### config.mk
export PLATFORM = sky130hd
export DESIGN_NAME = fifo_wr_arbiter
export DESIGN_NICKNAME = d
export VERILOG_FILES = /design/src/rtl/fifo_wr_arbiter.sv
export SDC_FILE = /design/constraint.sdc
export NUM_CORES = 1
export LEC_CHECK = 0
export BUFFER_PORTS_ARGS = -buffer_cell sky130_fd_sc_hd__buf_2
export CORE_MARGIN = 2
export CORE_UTILIZATION = 25
export CTS_BUF_LIST = sky130_fd_sc_hd__clkbuf_2
export CTS_CLUSTER_DIAMETER = 120
export DETAILED_ROUTE_END_ITERATION = 8
export REMOVE_ABC_BUFFERS = 1
export SYNTH_ARGS = -nofsm -noshare
export SYNTH_HDL_FRONTEND = slang
export SYNTH_SLANG_ARGS = --single-unit
export TNS_END_PERCENT = 20
### constraint.sdc
create_clock -name clk -period 2.3 [get_ports clk]
set_input_delay 0 -clock clk [delete_from_list [all_inputs] [get_ports clk]]
set_output_delay 0 -clock clk [all_outputs]
set_load 0.03 [all_outputs]
### src/rtl/fifo_wr_arbiter.sv
// fifo_wr_arbiter: round-robin, credit-based arbiter sharing one FIFO write port among four requesters.
// Grants bursts of up to max_burst words and registers the selected word onto the FIFO write port.
module fifo_wr_arbiter #(
    parameter int bw        = 4,
    parameter int simd      = 1,
    parameter int depth     = 8,
    parameter int max_burst = 4
) (
    input  logic                 clk,
    input  logic                 rst_n,
    input  logic [3:0]           req_valid,
    input  logic [4*simd*bw-1:0] req_data,
    output logic [3:0]           req_ready,
    output logic                 fifo_wr,
    output logic [simd*bw-1:0]   fifo_in,
    input  logic                 fifo_full,
    input  logic                 crd_ret,
    output logic [1:0]           grant_id,
    output logic [3:0]           credits,
    output logic                 crd_err
);
    localparam int ww = simd * bw;
    localparam int cw = $clog2(max_burst + 1);
    typedef enum logic {idle, burst} state_t;
    state_t        state, state_nx;
    logic [1:0]    gnt, gnt_nx, last, last_nx, winner;
    logic [cw-1:0] beat_cnt, beat_cnt_nx;
    logic [3:0]    credits_nx;
    logic          beat, done;
    always_ff @(posedge clk or negedge rst_n)
        if (!rst_n) begin
            state    <= idle;
            gnt      <= 2'd0;
            last     <= 2'd3;
            beat_cnt <= '0;
        end else begin
            state    <= state_nx;
            gnt      <= gnt_nx;
            last     <= last_nx;
            beat_cnt <= beat_cnt_nx;
        end
    // Lowest k wins, so the search order is last+1, last+2, last+3, last.
    always_comb begin
        winner = last;
        for (int k = 4; k >= 1; k--)
            if (req_valid[last + 2'(k)]) winner = last + 2'(k);
    end
    assign beat = |(req_valid & req_ready);
    assign done = (beat && beat_cnt == cw'(max_burst - 1)) || !req_valid[gnt];
    always_comb begin
        state_nx    = state == idle ? (|req_valid ? burst : idle) : (done ? idle : burst);
        gnt_nx      = (state == idle && |req_valid) ? winner : gnt;
        last_nx     = (state == burst && done) ? gnt : last;
        beat_cnt_nx = state == idle ? '0 : beat_cnt + cw'(beat);
    end
    always_comb begin
        req_ready = (state == burst && credits != 4'd0 && !fifo_full) ? 4'b0001 << gnt : 4'b0000;
        grant_id  = gnt;
    end
    // A return at full credit saturates and flags the error unless a beat consumes it.
    always_comb
        credits_nx = (crd_ret && !beat) ? (credits == 4'(depth) ? credits : credits + 4'd1) :
                     (!crd_ret && beat) ? credits - 4'd1 : credits;
    always_ff @(posedge clk or negedge rst_n)
        if (!rst_n) begin
            credits <= 4'(depth);
            crd_err <= 1'b0;
            fifo_wr <= 1'b0;
            fifo_in <= '0;
        end else begin
            credits <= credits_nx;
            crd_err <= crd_err | (crd_ret & ~beat & (credits == 4'(depth)));
            fifo_wr <= beat;
            fifo_in <= beat ? req_data[gnt*ww +: ww] : fifo_in;
        end
endmodule

== Word level (Yosys, flattened, before mapping) ==
Index checks and enable logic that the tools add are counted.
Storage, ports and cells
  register bits: 18
  output and inout bits: 16
  word-level logic and storage cells: 65
  input bits: 24
Operators by class
  bitwise operators: 6
  mux-type cells: 19
  $add $sub $neg: 6
  order comparisons: 4
  reductions and logical operators: 17
  equal/unequal tests: 3
  shift-type cells: 2
Operators by type and width (number)
  $mux W4: 4
  $shiftx A16 B5 Y4: 1
  $lt A2 B3 Y1 const B: 4
  $bmux W1 S2: 4
  $reduce_or A4 Y1: 2
  $logic_and A1 B1 Y1: 7
  $mux W1: 7
  $mux W2: 3
  $add A2 B2 Y2 const B: 2
  $add A4 B1 Y4 const B: 1
  $and A4 B4 Y4: 1
  $eq A4 B4 Y1 const B: 1
  $logic_not A1 Y1: 4
  $reduce_bool A4 Y1: 1
  $shl A1 B2 Y4 const A: 1
  $sub A4 B1 Y4 const B: 1
  $add A3 B1 Y3: 1
  $eq A3 B2 Y1 const B: 1
  $mux W3: 1
  $add A2 B1 Y2 const B: 1
  $and A1 B1 Y1: 2
  $ne A2 B2 Y1 const B: 1
  $not A1 Y1: 2
  $reduce_and A2 Y1: 1
  other kinds (3): 3

== Longest topological paths before layout ==
Gate-level depths: netlist (run 1).
  depth in word-level cells: 10
  gate-level depth with buffers: 8
  mapped depth without buffers: 8

== Worst setup path before layout (run 1) ==
Ideal clock, no wire load.
  path kind: reg2reg
  from: reg gnt[0], in the netlist grant_id[0]
  to: reg credits[3]
  data required time: 2.225 ns
  slack: -0.168 ns
  arrival time: 2.393 ns
  stages on the path, launching flop included: 9
  setup time: 0.075 ns
  buffers on the path: 0
  cells stage by stage: dfrtp_1 mux4_2 a31oi_4 inv_1 ha_1 nand3_1 and2_1 a22oi_2 xnor2_1
Between the ends
  longest elaborated chain between the ends: 8
  elaborated cells on any way between the ends: 11
Ends and longest elaborated chain
  start: declaration: RTL line 26  | logic [1:0] gnt, gnt_nx, last, last_nx, winner;
  start signal: assignment: RTL line 38  | gnt <= gnt_nx;
  $shl A1 B2 Y4 (*): RTL line 57  | req_ready = (state == burst && credits != 4'd0 && !fifo_full) ? 4'b0001 << gnt : 4'b0000;
  $mux W4 (*): RTL line 57
  $and A4 B4 Y4 (*): RTL line 48  | assign beat = |(req_valid & req_ready);
  $reduce_or A4 Y1 (*): RTL line 48
  $logic_not A1 Y1: RTL line 62  | credits_nx = (crd_ret && !beat) ? (credits == 4'(depth) ? credits : credits + 4'd1) :
  $logic_and A1 B1 Y1: RTL line 62
  $ne A2 B2 Y1 (no source line) / $reduce_bool A2 Y1 (equally long branches)
  $reduce_and A2 Y1 (no source line)
  end signal: assignment: RTL line 66  | credits <= 4'(depth);
  end signal: assignment: RTL line 71  | credits <= credits_nx;
  end: declaration: RTL line 19  | output logic [3:0] credits,
Every way passes the cells marked *; elsewhere a longest branch is shown, timed or not.
A chain may end at the register's enable or synchronous reset.

== Final worst setup path (run 1) ==
  from: reg credits[3]
  to: reg credits[3]
Between the ends
  longest elaborated chain between the ends: 10
  elaborated cells on any way between the ends: 18
Ends and longest elaborated chain (RTL line)
  $reduce_bool A4 Y1: 57
  $logic_and A1 B1 Y1 (2 in a row): 57
  $mux W4: 57
  $and A4 B4 Y4: 48
  $reduce_or A4 Y1: 48
  $logic_not A1 Y1: 62
  $logic_and A1 B1 Y1: 62
  $ne A2 B2 Y1 (no source line) / $reduce_bool A2 Y1 (equally long branches)
  $reduce_and A2 Y1 (no source line)
Parallel ways exist; a longest one is shown, timed or not. The select of a mux whose other input is x is not followed.

==> flow_metrics.env, run 1 <==
export IMPL_status="finished clean"
export IMPL_synthMostInstantiatedCell="nand2_1"
export IMPL_die_height_um=71.4
export IMPL_design_final_nets=184
export IMPL_synth_distinct_cells=38
export IMPL_synth_edff_count=0
export IMPL_slew_viol_final=0
export IMPL_regToRegStartpoint="credits[3]"
export IMPL_top_area_cells_in_the_synthesized_netlist="dfrtp_1 (33%), mux4_2 (9.9%), dfstp_2 (6.9%)"
export IMPL_antenna_violations_before_repair=0
export IMPL_setup_viol=0
export IMPL_worst_margin_slew_ns=0.409
export IMPL_fp_dieArea_um2=5100
export IMPL_worstSetupStartpointType="flop"
export IMPL_detail_route_drc_violations=0
export IMPL_cts_buffer_depth=2
export IMPL_worst_clock_skew_ns=0.00577
export IMPL_synth_seq_area_share=0.400
export IMPL_yosysWarnings=0
export IMPL_cts_made_buffers=3
export IMPL_worst_path_max_fanout=5
export IMPL_ant_nets=0
export IMPL_critPathKind="reg -> reg"
export IMPL_io_pins=40
export IMPL_cp_num_cells=8
export IMPL_grt_pass1_vias=969
export IMPL_timing_setup_tns_ns=0
export IMPL_synth_area_um2=1140
export IMPL_postSynthCellCount=104
export IMPL_detailed_place_hpwl_um=2080
export IMPL_areaGrowthSynthToFinish_pct=32.0
export IMPL_p_leak_nw=0.709
export IMPL_max_clock_freq_mhz=459
export IMPL_cts_setup_buffers=0
export IMPL_clk_pin_slew_worst_paths_ns=0.18
export IMPL_worstSetupEndpointType="flop"
export IMPL_report_final_hold_viol_count=0
export IMPL_r2r_slack_ns=0.12
export IMPL_clock_latency_on_the_worst_skew_pair_ns=0.31
export IMPL_core_um2=4350
export IMPL_cts_sinks=18
export IMPL_grt_start_max_net_pins=19
export IMPL_drt_pre_antenna_iters=4
export IMPL_worst_ep_arrival_time_ns=2.43
export IMPL_io_buffers=39
export IMPL_r2r_end="credits[3]"
export IMPL_netlist_top_cell_by_area="dfrtp_1"
export IMPL_drive_gt1_frac=0.461
export IMPL_timing_critical_path_required_ns=2.56
export IMPL_final_period_utilization=0.947
export IMPL_detailedRoute_firstIterationViolations=56
export IMPL_routed_via_density=4.65
export IMPL_irDropWorstVdd_v=0.000348
export IMPL_cellPowerDensity_nw_per_um2=1360
export IMPL_place_congestion=0.737
export IMPL_crit_family="simple AND/OR/NAND/NOR gates"
export IMPL_dr_total_vias=957
export IMPL_h_tree_depth=1
export IMPL_synthesis_area_per_instance_um2=10.9
export IMPL_worstPathBufferInverterCount=1
export IMPL_fp_row_count=24
export IMPL_class_of_the_worst_hold_path="in -> reg"
export IMPL_clk_root_buffer_cell="clkbuf_2"
export IMPL_post_synth_top_flop="dfrtp_1"
export IMPL_crit_end="credits[3]"
export IMPL_layout_min_cycle_time_ns=2.18
export IMPL_insertedDiodeCount=0
export IMPL_rr_worst_depth=8
export IMPL_worst_setup_path_startpoint="credits[3]"
export IMPL_track_usage=0.108
export IMPL_drt_total_wl_um=2590
export IMPL_chipWidth_um=71.4
export IMPL_synth_top_cell_area_share=0.330
export IMPL_share_of_flip_flops_with_an_asynchronous_set_or_reset=1.00
export IMPL_grt_first_pass_wirelength_um=4330
export IMPL_worstPathCellList="or4_4, a31oi_4, inv_2, ha_4, nand3_1, and2_1, a22oi_2, xnor2_1"
export IMPL_pnr_total_power_mw=2.04
export IMPL_critPathMaxStageDelay_ns=0.55
export IMPL_critPathSlowestCell="or4_4"
export IMPL_globalRoute_totalOverflow=0
export IMPL_routedWlPerCell_um=12.6
export IMPL_starting_density_of_the_core=0.261
export IMPL_slew_limit_headroom=0.727
export IMPL_tritoncts="yes"
export IMPL_maxCapViolations=0
export IMPL_synth_top_cells_by_count="nand2_1 (16), dfrtp_1 (15), a21oi_1 (6)"
export IMPL_register_bit_total_from_synthesis=18
routing by layer:
layer  GRT usage  part of all wire
met3      0.0394             0.070
met5           0                 0
met1       0.130              0.43
met2       0.173              0.47
met4      0.0461             0.022
how the worst min path moves through the flow:
stage | startpoint | to | slack (ns) | cells after the start
global placement | rst_n | credits[1] | -0.04 | 1
global route | req_valid[1] | state | 0.04 | 3
CTS | req_valid[3] | state | 0.04 | 3
detailed placement | rst_n | credits[1] | -0.05 | 1
finish | req_valid[3] | state | 0.04 | 3
floorplan | rst_n | beat_cnt[0] | -0.30 | 0
cell type report:
type,count,area (µm²)
fillers,449,2850
multi-input cells,78,668
flip-flops and latches,18,454
repair buffers,49,275
well taps,52,65.1
inverters,5,18.8
clock buffers,3,15.0
clock inverters,1,3.75
per-stage QoR:
stage	hold slack (ns)	instances	worst slack [ns]	utilization	instance area, µm²
4_1_cts	0.0384	206	0.0233	0.341	1480
3_3_place_gp	-0.0427	200	0.132	0.332	1450
6_report	0.0414	206	0.121	0.345	1500
3_5_place_dp	-0.0493	200	0.0632	0.332	1450
2_1_floorplan	-0.296	101	-0.399	-	1120
5_1_grt	0.0428	206	-0.00277	0.345	1500
tightest hold or removal path, stage by stage:
cell and delay, ns:
buf_2 0.13, nor4_1 0.06, mux2i_1 0.12
state kept, by name, summed over array words and instances (netlist names):
signal,flops
crd_err,1
last,2
grant_id,2
fifo_wr,1
credits,4
fifo_in,4
state,1
beat_cnt,3
cells in the final DEF (no fill, tap or decap), types with 2 or more instances in the layout:
cell type / synthesis / routed
buf_2: 0 / 39
nand2_1: 16 / 16
dfrtp_1: 15 / 15
buf_4: 0 / 8
mux4_2: 5 / 5
a21oi_1: 6 / 5
and2_1: 4 / 4
inv_1: 4 / 3
nand2b_1: 3 / 3
mux2i_1: 3 / 3
xnor2_1: 3 / 3
nand3_1: 3 / 3
nor2_1: 3 / 3
mux2_2: 3 / 3
ha_1: 4 / 3
clkbuf_2: 0 / 3
dfstp_2: 3 / 3
nor3_1: 2 / 2
nor3b_1: 2 / 2
inv_2: 1 / 2
nor4_1: 2 / 2
a221oi_1: 2 / 2
dlygate4sd3_1: 0 / 2
cells by family (layout without fill, tap and decap cells):
kind of cell    count (synthesis)  count (layout)  synth area share
buf+inv                         8              58            0.0264
mux                            11              11             0.155
fa+ha+maj                       5               5            0.0617
flops                          18              18             0.400
compound gates                 17              17             0.119
xor+xnor                        4               4            0.0308
simple gates                   41              41             0.207
power by group:
group          total (mW)  switching [mW]  internal [mW]  leakage (nW)
logic                1.31           0.740          0.568         0.480
registers           0.593           0.114          0.479         0.215
clock network       0.141           0.103         0.0378        0.0140
total                2.04           0.956           1.09         0.709
what timing repair did:
action                                 in CTS  in global routing
endpoints found under the hold margin      20                  0
setup endpoints to repair                   0                  1
gates resized for setup                     0                  4
hold buffers                                2                  0
Note: power is estimated with default switching activity, not from simulation.
==> run 2: changes to the inputs <==
--- a/config.mk
+++ b/config.mk
@@ -5,6 +5,7 @@
 export SDC_FILE = /design/constraint.sdc
 export NUM_CORES = 1
 export LEC_CHECK = 0
+export ABC_AREA = 1
 export BUFFER_PORTS_ARGS = -buffer_cell sky130_fd_sc_hd__buf_2
 export CORE_MARGIN = 2
 export CORE_UTILIZATION = 25
==> run 2 against run 1 <==
Effect of this change: critical path depth increased by 4; combinational power increased by 3%; clock skew decreased by 0.0020 ns; critical endpoint unchanged; largest cell class unchanged.
==> flow_metrics.env, run 2 <==
export IMPL_grt_pass1_vias=1090
export IMPL_fin_cells=253
export IMPL_final_fill_count=478
export IMPL_cts_setup_buffers=0
export IMPL_design_final_nets=231
export IMPL_critPathSlowestCell="dfstp_2"
export IMPL_critPathMaxStageDelay_ns=0.60
export IMPL_crit_family="flip-flops"
export IMPL_insertedDiodeCount=0
export IMPL_numPlacedInstances=240
export IMPL_yosysWarnings=0
export IMPL_top_area_cells_in_the_synthesized_netlist="dfrtp_1 (32%), nand2_1 (10%), nand3_1 (7.7%)"
export IMPL_timing_hold_worst_start="crd_ret"
export IMPL_class_of_the_worst_hold_path="in -> reg"
export IMPL_track_usage=0.115
export IMPL_place_congestion=0.839
export IMPL_routed_via_density=4.63
export IMPL_synth_area_um2=1170
export IMPL_report_final_hold_viol_count=0
export IMPL_synthesis_area_per_instance_um2=7.83
export IMPL_grt_util_met1=0.166
export IMPL_maxCapViolations=0
export IMPL_grt_first_pass_wirelength_um=4860
export IMPL_synth_top_cell_area_share=0.322
export IMPL_worst_margin_slew_ns=0.419
export IMPL_layout_cell_area_non_filler_um2=1540
export IMPL_share_of_flip_flops_with_an_asynchronous_set_or_reset=1.00
export IMPL_worst_hold_slack_ns=0.0365
export IMPL_regToRegStartpoint="credits[3]"
export IMPL_most_frequent_standard_cell_in_the_layout_excluding_fill_and_tap_cells="buf_2"
export IMPL_p_leak_nw=0.797
export IMPL_cts_made_buffers=3
export IMPL_max_clock_freq_mhz=491
export IMPL_layout_common_cells="buf_2 (39), nand2_1 (32), nand3_1 (18), inv_1 (15), dfrtp_1 (15)"
export IMPL_slew_viol_final=0
export IMPL_drive_gt1_frac=0.299
export IMPL_worstPathBufferInverterCount=1
export IMPL_detailed_place_area_um2=1430
export IMPL_starting_density_of_the_core=0.264
export IMPL_worst_ep_arrival_time_ns=2.31
export IMPL_critPathKind="reg -> reg"
export IMPL_io_buffers=39
export IMPL_worstSetupStartpointType="flop"
export IMPL_worst_setup_path_startpoint="credits[3]"
export IMPL_h_tree_depth=1
export IMPL_clock_latency_on_the_worst_skew_pair_ns=0.31
export IMPL_detail_route_drc_violations=0
export IMPL_register_bit_total_from_synthesis=18
export IMPL_globalRoute_totalOverflow=0
export IMPL_top_regs="credits: 4 flops, fifo_in: 4 flops, beat_cnt: 3 flops"
export IMPL_synth_distinct_cells=29
export IMPL_postCtsResizedCells=0
export IMPL_cellPowerDensity_nw_per_um2=1380
export IMPL_fp_row_count=24
export IMPL_irDropWorstVdd_v=0.000327
export IMPL_ant_nets=0
export IMPL_cts_buffer_depth=2
export IMPL_met2_usage=0.172
export IMPL_detailedRoute_firstIterationViolations=35
export IMPL_clk_root_buffer_cell="clkbuf_2"
export IMPL_grt_start_max_net_pins=19
export IMPL_detailed_place_hpwl_um=2180
export IMPL_pnr_total_power_mw=2.12
export IMPL_layout_min_cycle_time_ns=2.04
export IMPL_routedWlPerCell_um=11.3
export IMPL_synth_edff_count=0
export IMPL_drt_pre_antenna_iters=4
export IMPL_chipWidth_um=72.3
export IMPL_timing_critical_path_required_ns=2.57
export IMPL_final_period_utilization=0.886
export IMPL_setup_viol=0
export IMPL_worst_path_max_fanout=5
export IMPL_die_height_um=72.3
export IMPL_postSynthCellCount=149
export IMPL_worstSetupEndpointType="flop"
export IMPL_worst_clock_skew_ns=0.00379
export IMPL_cts_sinks=18
export IMPL_met3_track_utilization_from_global_routing=0.0181
export IMPL_critical_path_most_common_cell="nand2_1"
export IMPL_areaGrowthSynthToFinish_pct=31.6
export IMPL_tritoncts="yes"
export IMPL_drt_total_wl_um=2850
export IMPL_dr_total_vias=1171
export IMPL_post_synth_top_flop="dfrtp_1"
export IMPL_core_um2=4410
export IMPL_fp_dieArea_um2=5230
export IMPL_netlist_top_cell_by_area="dfrtp_1"
export IMPL_timing_setup_tns_ns=0
export IMPL_status="finished clean"
export IMPL_layer_with_the_highest_usage_after_global_routing="met2"
export IMPL_synth_top_cells_by_count="nand2_1 (32), nand3_1 (18), dfrtp_1 (15), inv_1 (15), nor2_1 (13)"
export IMPL_synth_seq_area_share=0.389
export IMPL_antenna_violations_before_repair=0
export IMPL_synthMostInstantiatedCell="nand2_1"
export IMPL_clk_pin_slew_worst_paths_ns=0.17
export IMPL_worstPathCellList="nor2_1, a21oi_4, nand2_2, nand2_2, ha_1, a21o_1, a21oi_1, inv_1, nand2_1, nand3_2, nand2_1, nand2_1"
export IMPL_rsz0062_at_grt="no"
export IMPL_postCtsHoldBufs=9
export IMPL_slew_limit_headroom=0.721
export IMPL_io_pins=40
==> run 2: changes by cell type in the layout (fill, tap and decap cells not counted), moves of 5 or more <==
cell | before | now
nand2_1 | 16 | 32
nand3_1 | 3 | 18
inv_1 | 3 | 15
nor2_1 | 3 | 13
dlygate4sd3_1 | 2 | 9
nand2_2 | 0 | 7
o21ai_0 | 0 | 6
buf_4 | 8 | 3
mux4_2 | 5 | 0
o21ai_1 | 0 | 5
==> run 2: cell type report <==
type                            count  area, µm²  share of cell area
Multi-Input combinational cell    111        626               0.407
Sequential cell                    18        454               0.296
Clock buffer                        3       15.0             0.00977
Clock inverter                      1       3.75             0.00244
Timing Repair Buffer               51        308               0.200
Tap cell                           52       65.1              0.0423
Inverter                           17       65.1              0.0423
==> run 2: worst register-to-register path, stage by stage (launching register included) <==
cell and delay (ns):
dfstp_2 0.60, nor2_1 0.08, a21oi_4 0.19, nand2_2 0.12, nand2_2 0.13, ha_1 0.24, a21o_1 0.15, a21oi_1 0.16
inv_1 0.06, nand2_1 0.09, nand3_2 0.07, nand2_1 0.06, nand2_1 0.04
==> run 2: per-stage QoR <==
step	worst slack, ns	utilization
final	0.262	0.348
after global routing	0.0516	0.348
after CTS	0.253	0.348
after detailed placement	0.272	0.323
after global placement	0.323	0.323
after floorplan	0.105	-
==> run 2: worst paths after layout <==
check,to,slack [ns],cells after the start
min,crd_err,0.04,3
max,credits[3],0.26,12
min in group asynchronous,credits[0],0.13,2
max reg2reg,credits[3],0.26,12
min reg2reg,crd_err,0.50,1
max in group asynchronous,last[0],1.84,2
==> run 2: cells by family after synthesis <==
family                   synth area share
AND/OR/NAND/NOR                     0.305
AO/OA/AOI/OAI                       0.140
buffers and inverters              0.0750
flip-flops                          0.389
adder cells (fa/ha/maj)            0.0600
XOR/XNOR                           0.0300
==> run 2: report_power, final <==
group	switching [mW]	internal (mW)
clock	0.101	0.0378
sequential	0.159	0.477
combinational	0.843	0.502
total	1.10	1.02
==> run 2: per-layer routing <==
layer / part of all wire / routed length, µm
met1: 0.50 / 1420
met2: 0.43 / 1230
met3: 0.051 / 144
met4: 0.017 / 48
met5: 0 / 0
==> run 3: changes to the inputs <==
--- a/config.mk
+++ b/config.mk
@@ -12,7 +12,10 @@
 export CTS_BUF_LIST = sky130_fd_sc_hd__clkbuf_2
 export CTS_CLUSTER_DIAMETER = 120
 export DETAILED_ROUTE_END_ITERATION = 8
+export GPL_ROUTABILITY_DRIVEN = 0
+export MAX_ROUTING_LAYER = met4
 export REMOVE_ABC_BUFFERS = 1
+export SKIP_LAST_GASP = 1
 export SYNTH_ARGS = -nofsm -noshare
 export SYNTH_HDL_FRONTEND = slang
 export SYNTH_SLANG_ARGS = --single-unit
==> run 3 against run 2 <==
Effect of this change: critical path depth unchanged; clock power about the same; sequential share of layout area unchanged; first-iteration DRC count is the same; worst hold slack about the same; die area did not move; final area is the same; sequential power is essentially flat; critical path type unchanged; power barely moved; combinational power about the same; global-route usage rose by 0.34 points.
==> flow_metrics.env, run 3 (synthesized netlist as in run 2, its figures left out) <==
export IMPL_status="finished clean"
export IMPL_layout_common_cells="buf_2 (39), nand2_1 (32), nand3_1 (18), inv_1 (15), dfrtp_1 (15)"
export IMPL_drt_total_wl_um=2850
export IMPL_clk_pin_slew_worst_paths_ns=0.17
export IMPL_worst_path_max_fanout=5
export IMPL_h_tree_depth=1
export IMPL_top_regs="credits: 4 flops, fifo_in: 4 flops, beat_cnt: 3 flops"
export IMPL_antenna_violations_before_repair=0
export IMPL_areaGrowthSynthToFinish_pct=31.6
export IMPL_pnr_total_power_mw=2.12
export IMPL_report_final_hold_viol_count=0
export IMPL_critPathSlowestCell="dfstp_2"
export IMPL_timing_setup_tns_ns=0
export IMPL_worst_margin_slew_ns=0.419
export IMPL_crit_family="flip-flops"
export IMPL_starting_density_of_the_core=0.264
export IMPL_cts_made_buffers=3
export IMPL_fp_row_count=24
export IMPL_detailed_place_hpwl_um=2180
export IMPL_worstPathCellList="nor2_1, a21oi_4, nand2_2, nand2_2, ha_1, a21o_1, a21oi_1, inv_1, nand2_1, nand3_2, nand2_1, nand2_1"
export IMPL_grt_first_pass_wirelength_um=4850
export IMPL_numPlacedInstances=240
export IMPL_ant_nets=0
export IMPL_worst_setup_slack_post_dpl_ns=0.272
export IMPL_rsz0062_at_grt="no"
export IMPL_final_period_utilization=0.886
export IMPL_worstSetupEndpointType="flop"
export IMPL_worstSetupStartpointType="flop"
export IMPL_timing_critical_path_required_ns=2.57
export IMPL_max_clock_freq_mhz=491
export IMPL_layout_min_cycle_time_ns=2.04
export IMPL_fin_cells=253
export IMPL_worst_ep_arrival_time_ns=2.31
export IMPL_fin_util=0.348
export IMPL_critPathMaxStageDelay_ns=0.60
export IMPL_globalRoute_totalOverflow=0
export IMPL_routedWlPerCell_um=11.3
export IMPL_dr_total_vias=1173
export IMPL_clock_latency_on_the_worst_skew_pair_ns=0.31
export IMPL_cts_buffer_depth=2
export IMPL_p_leak_nw=0.797
export IMPL_cellPowerDensity_nw_per_um2=1380
export IMPL_io_buffers=39
export IMPL_cts_sinks=18
export IMPL_slew_viol_final=0
export IMPL_worstPathBufferInverterCount=1
export IMPL_worst_clock_skew_ns=0.00311
export IMPL_detail_route_drc_violations=0
export IMPL_class_of_the_worst_hold_path="in -> reg"
export IMPL_core_um2=4410
export IMPL_fp_dieArea_um2=5230
export IMPL_io_pins=40
export IMPL_insertedDiodeCount=0
export IMPL_worst_hold_slack_ns=0.0364
export IMPL_clk_root_buffer_cell="clkbuf_2"
export IMPL_tritoncts="yes"
export IMPL_final_critical_path_setup_slack_ns=0.262
export IMPL_slew_limit_headroom=0.720
export IMPL_irDropWorstVdd_v=0.000327
export IMPL_critical_path_most_common_cell="nand2_1"
export IMPL_chipWidth_um=72.3
export IMPL_design_final_nets=231
export IMPL_track_usage=0.119
export IMPL_drt_pre_antenna_iters=4
export IMPL_critPathKind="reg -> reg"
export IMPL_layout_cell_area_non_filler_um2=1540
export IMPL_most_frequent_standard_cell_in_the_layout_excluding_fill_and_tap_cells="buf_2"
export IMPL_die_height_um=72.3
export IMPL_grt_pass1_vias=1091
export IMPL_setup_viol=0
export IMPL_routed_via_density=4.64
export IMPL_drive_gt1_frac=0.299
export IMPL_detailed_place_area_um2=1430
export IMPL_maxCapViolations=0
export IMPL_grt_start_max_net_pins=19
export IMPL_detailedRoute_firstIterationViolations=35
## run 3: cell counts in the layout (fill, tap and decap cells not counted)
No cell type changed its count.
## run 3: metal layers
layer / share of wire / track usage
met1: 0.50 / 0.166
met4: 0.0067 / 0.0440
met2: 0.44 / 0.172
met3: 0.049 / 0.0181
met5: 0 / -
## run 3: report_power, final
part	internal [mW]	switching, mW
Combinational	0.502	0.843
Clock	0.0378	0.101
Sequential	0.477	0.160
## run 3: path summary, 6_finish.rpt
check                                 from         end  slack, ns  cells after the start
min in group asynchronous            rst_n  credits[0]       0.13                      2
worst max-delay path            credits[3]  credits[3]       0.26                     12
worst min-delay path               crd_ret     crd_err       0.04                      3
worst max register to register  credits[3]  credits[3]       0.26                     12
max in group asynchronous            rst_n     last[0]       1.84                      2
worst min register to register     crd_err     crd_err       0.50                      1
## run 3: area by class of cell
class / instances / area, µm²
fill: 478 / 2880
inverter: 17 / 65.1
sequential: 18 / 454
tap: 52 / 65.1
clock inverter: 1 / 3.75
clock buffer: 3 / 15.0
multi-input combinational: 111 / 626
timing repair buffer: 51 / 308
## run 3: worst register-to-register path: cells and delay by family, from the launching register on
family                   cells  cell delay (ns)
AND/OR/NAND/NOR              7             0.59
flip-flops                   1             0.60
adder cells (fa/ha/maj)      1             0.24
AO/OA/AOI/OAI                3             0.50
buffers and inverters        1             0.06
## run 3: what timing repair did
item / CTS / global route
hold endpoints to repair: 22 / 0
gates resized for setup: 0 / 0
hold buffers: 9 / 0
buffers inserted: 0 / 0
